### src/rtl/io_controller.sv
// Memory-mapped IN/OUT port block: registered output ports written by OUT,
// and a button-handshaked IN that stalls the core until Set is pressed and released.
module io_controller #(
  parameter int DATA_W          = 32,
  parameter int SW_W            = 13,
  parameter int N_OUT           = 4,
  parameter int DEBOUNCE_CYCLES = 50000
) (
  input  logic                    Clock,
  input  logic                    Reset,
  input  logic                    OpIO,
  input  logic                    Write,
  input  logic [DATA_W-1:0]       Endereco,
  input  logic [DATA_W-1:0]       DadosSaida,
  input  logic [SW_W-1:0]         Switches,
  input  logic                    Set,
  output logic [N_OUT*DATA_W-1:0] Output,
  output logic [DATA_W-1:0]       DataIO,
  output logic                    Halt,
  output logic                    Ready,
  output logic                    AddrErr
);

  localparam int              CNT_W    = $clog2(DEBOUNCE_CYCLES + 1);
  localparam logic [CNT_W-1:0] CNT_LAST = CNT_W'(DEBOUNCE_CYCLES - 1);

  typedef enum logic [1:0] {
    IDLE,
    WAIT_PRESS,
    WAIT_RELEASE,
    DONE
  } state_t;

  state_t state_q, state_d;

  logic [1:0]       sync_q, sync_d;
  logic             set_s;
  logic             set_st_q, set_st_d;
  logic [CNT_W-1:0] cnt_q, cnt_d;
  logic             flip;
  logic             press_evt;
  logic             rel_evt;

  logic [N_OUT-1:0][DATA_W-1:0] out_q, out_d;
  logic [DATA_W-1:0]            data_q, data_d;
  logic                         ready_q, ready_d;
  logic                         aerr_q, aerr_d;
  logic                         halt_c;
  logic                         is_in;
  logic                         is_out;
  logic                         addr_ok;

  // Set is asynchronous and active-low; the synchroniser idles released (1).
  assign sync_d = {sync_q[0], Set};
  assign set_s  = sync_q[1];

  always_comb begin
    set_st_d = set_st_q;
    cnt_d    = '0;
    flip     = 1'b0;
    if (set_s != set_st_q) begin
      if (cnt_q == CNT_LAST) begin
        flip     = 1'b1;
        set_st_d = set_s;
      end else begin
        cnt_d = cnt_q + CNT_W'(1);
      end
    end
  end

  // Events fire on the same edge the stable level changes.
  assign press_evt = flip & set_st_q;
  assign rel_evt   = flip & ~set_st_q;

  assign is_in   = OpIO & ~Write;
  assign is_out  = OpIO & Write;
  assign addr_ok = (Endereco < DATA_W'(N_OUT));

  always_comb begin
    state_d = state_q;
    out_d   = out_q;
    data_d  = data_q;
    aerr_d  = 1'b0;
    halt_c  = 1'b0;
    unique case (state_q)
      IDLE: begin
        if (is_in) begin
          halt_c  = 1'b1;
          state_d = WAIT_PRESS;
        end else if (is_out) begin
          if (addr_ok) begin
            for (int k = 0; k < N_OUT; k++) begin
              if (Endereco == DATA_W'(k)) out_d[k] = DadosSaida;
            end
          end else begin
            aerr_d = 1'b1;
          end
        end
      end
      WAIT_PRESS: begin
        halt_c = 1'b1;
        if (press_evt) begin
          data_d  = DATA_W'(Switches);
          state_d = WAIT_RELEASE;
        end
      end
      WAIT_RELEASE: begin
        halt_c = 1'b1;
        if (rel_evt) state_d = DONE;
      end
      DONE: begin
        // Halt low here lets the core retire the IN exactly once.
        state_d = IDLE;
      end
      default: state_d = IDLE;
    endcase
  end

  assign ready_d = (state_d == DONE);

  always_ff @(posedge Clock or posedge Reset) begin
    if (Reset) begin
      sync_q   <= 2'b11;
      set_st_q <= 1'b1;
      cnt_q    <= '0;
      state_q  <= IDLE;
      out_q    <= '0;
      data_q   <= '0;
      ready_q  <= 1'b0;
      aerr_q   <= 1'b0;
    end else begin
      sync_q   <= sync_d;
      set_st_q <= set_st_d;
      cnt_q    <= cnt_d;
      state_q  <= state_d;
      out_q    <= out_d;
      data_q   <= data_d;
      ready_q  <= ready_d;
      aerr_q   <= aerr_d;
    end
  end

  assign Output  = out_q;
  assign DataIO  = data_q;
  assign Halt    = halt_c;
  assign Ready   = ready_q;
  assign AddrErr = aerr_q;

endmodule

### config.mk
export PLATFORM = sky130hd
export DESIGN_NAME = io_controller
export DESIGN_NICKNAME = d
export VERILOG_FILES = /design/src/rtl/io_controller.sv
export SDC_FILE = /design/constraint.sdc
export NUM_CORES = 1
export LEC_CHECK = 0
export CORE_AREA = 4 4 109 162
export DETAILED_ROUTE_END_ITERATION = 8
export DIE_AREA = 0 0 113 166
export GPL_ROUTABILITY_DRIVEN = 0
export PLACE_DENSITY = 0.81
export SLEW_MARGIN = 20
export SYNTH_ARGS = -nofsm -noshare
export SYNTH_HDL_FRONTEND = slang
export SYNTH_SLANG_ARGS = --single-unit
### constraint.sdc
create_clock -name Clock -period 6.7 [get_ports Clock]
set_clock_uncertainty 0.1 [all_clocks]
set_input_delay 0.67 -clock Clock [delete_from_list [all_inputs] [get_ports Clock]]
set_output_delay 0.67 -clock Clock [all_outputs]
set_load 0.005 [all_outputs]
==> impl_metrics.ini <==
[power_and_ir_drop]
p_per_area_nw_per_um2 = 208
p_sw_share_pct = 21.9
finalPower_uw = 2150
switchingPower_uw = 470
p_leak_uw = 0.00467
irDropWorstVdd_mv = 0.164
intPower_uw = 1680
pwr-share-seq_pct = 46.3
combPwrFrac_pct = 4.5
pwr-share-clk_pct = 49.2

[routing]
drc_errors = 0
drt-pass1-iter-count = 4
num_vias = 4506
wire_per_inst_um = 18.7
viasPerCell = 4.95
drtIter0Drc = 97
ant_nets = 0
drt_wl_total_mm = 17.0

[synth]
synth.most_common_cell = dfrtp_1
synth_top_area_cell = dfrtp_1
synth_ff_type = dfrtp_1
async_flop_share_pct = 100
synth_common_cells = dfrtp_1, mux2_4, mux2_2
ys_seq_area_share_pct = 55.8
synth_top_cell_area_share_pct = 54.7
syn_area_sq_um = 7370
synthTopCellsByArea = dfrtp_1, mux2_4, mux2_2
synth_cell_type_count = 37
synth-edff-count = 0
ys_ff_latch = 164
syn_inst = 459
ys.warnings.count = 0
synth.avg_cell_area_sq_um = 16.0

[die]
dieWidth_um = 113
fp-row-count = 57
ios = 245
die_area_sq_um = 18800
die_y_um = 166
core_area_sq_um = 16200
start_util_pct = 45.5

[sta]
slew_headroom_pct = 36.2
fmax_ghz = 0.348
final.period_utilization_pct = 42.8
rsz0062_at_grt = false
finalSetupViolCount = 0
fin_tns_setup_ns = 0
period_minus_slack_ns = 2.87
tightest_slew_ns = 0.957
slew_viol_final = 0
finalHoldViolCount = 0

[worst_setup_path]
worstReg2RegStart = state_q[0]
critical_path_class = primary input to primary output
slowest_stage = clkdlybuf4s50_1
end_kind = primary output
cp_max_fo = 3
startpoint_type = primary input
critPathLaunch = OpIO
cpMostUsedCell = clkdlybuf4s50_1
crit_required_ns = 5.93
worst_ep_arrival_time_ns = 2.10
crit_chain = clkdlybuf4s50_1 > nor2b_1 > a21oi_1 > nor2_1 > clkdlybuf4s50_1
cp_slowest_stage_delay_ns = 0.53

[worst_hold_path]
hp-class = flop to flop
worstHoldStart = sync_q[0]

[placed_design]
numPortBuffers = 225
dp_hpwl_mm = 12.3
post_dp_cell_area_sq_um = 9700

[global_routing]
grt_pass1_wl_mm = 27.4
gr-total-overflow = 0
grt_pass1_vias = 5126
track_usage_pct = 18.3
grt_start_max_net_pins = 89
antenna_found_initial = 1

[final_layout]
fin_util_pct = 63.9
final_layout_size_suffix_gt1_share_pct = 28.1
antenna_cells = 0
final_area_sq_um = 10300
synthToLayoutAreaGrowth_pct = 40.4
fin_nets = 780

[job]
maxCapViolations = 0

[outcome]
status = completed

[clock_tree]
cts_hold_buf = 0
post_cts.resized_instances = 0
numCtsBuffers = 17
clockBufferDepth = 2
htreeDepth = 4
post_cts_buffers = 0
clkLatencyLatePin_ns = 0.41
clk_pin_slew_ns = 0.06
clkSinkCount = 164
cts_tree = yes
clockRootBuffer = clkbuf_16
==> state kept, by name, indices dropped and copies added, names as in the netlist <==
| signal | flops |
|---|---|
| cnt_q | 16 |
| DataIO | 13 |
| set_st_q | 1 |
| state_q | 2 |
| Ready | 1 |
| Output | 128 |
| AddrErr | 1 |
| sync_q | 2 |
==> routing by layer <==
metal  GRT usage [%]  vias up  wire [um]
li1                -     2057          -
met1            21.1     2245       6780
met2            31.7      173       8620
met3            5.25       29       1160
met4            7.11        2        443
met5               0        -         20
==> cells by family after synthesis <==
family          share of synthesized area (%)
buf+inv                                  4.35
fa+ha+maj                               0.849
compound gates                           1.22
xor+xnor                                 1.43
mux                                      27.8
other cells                            0.0509
flops                                    55.8
simple gates                             8.51
==> layout make-up <==
class	count	area [sq um]
inverters	7	31.3
clock buffers	17	425
repair buffers	231	2300
clock inverters	14	214
fillers	1213	5850
well taps	206	258
multi-input cells	272	3010
flip-flops and latches	164	4110
==> worst paths after layout <==
| kind | endpoint | slack, ns | cells after the start |
|---|---|---|---|
| worst max-delay path | Halt | 3.83 | 5 |
| worst min-delay path | sync_q[1] | 0.26 | 0 |
| worst max register to register | Output[95] | 3.97 | 6 |
| worst min register to register | sync_q[1] | 0.26 | 0 |
| max in group asynchronous | Output[66] | 4.36 | 3 |
| min in group asynchronous | DataIO[10] | 0.69 | 2 |
==> per-stage QoR <==
| stage | instances | setup slack, ns | hold WS, ns |
|---|---|---|---|
| 6_report | 911 | 3.83 | 0.257 |
| 5_1_grt | 911 | 3.73 | 0.264 |
| 2_1_floorplan | 477 | 1.50 | 0.245 |
| 3_5_place_dp | 880 | 3.37 | 0.248 |
| 4_1_cts | 911 | 3.80 | 0.257 |
| 3_3_place_gp | 880 | 3.41 | 0.248 |
==> worst max-delay path: cells and delay by family <==
family                 cells  cell delay (ns)
buffers and inverters      2             1.00
AND/OR/NAND/NOR            2             0.32
AO/OA/AOI/OAI              1             0.10
==> power by group through the flow <==
stage               registers [uW]  clock network, uW  logic (uW)
floorplan                     1010                  0        36.1
global placement              1010                  0        95.2
detailed placement            1010                  0        98.1
CTS                            994               1080        98.4
global route                   994               1120         106
finish                         994               1060        96.7
==> layout by cell type (no fill, tap or decap), drive strengths merged, types with 4 or more instances in the layout <==
cell type      count
xnor2              8
nand2              9
xor2               4
mux2             142
clkbuf            17
clkdlybuf4s50    225
a21oi              7
ha                 5
buf                6
nor4              10
conb              19
nand3              6
nand4              8
dfrtp            161
inv               14
o21ai              6
nor2              20
bufinv             4
Note: power is estimated with default switching activity, not from simulation.
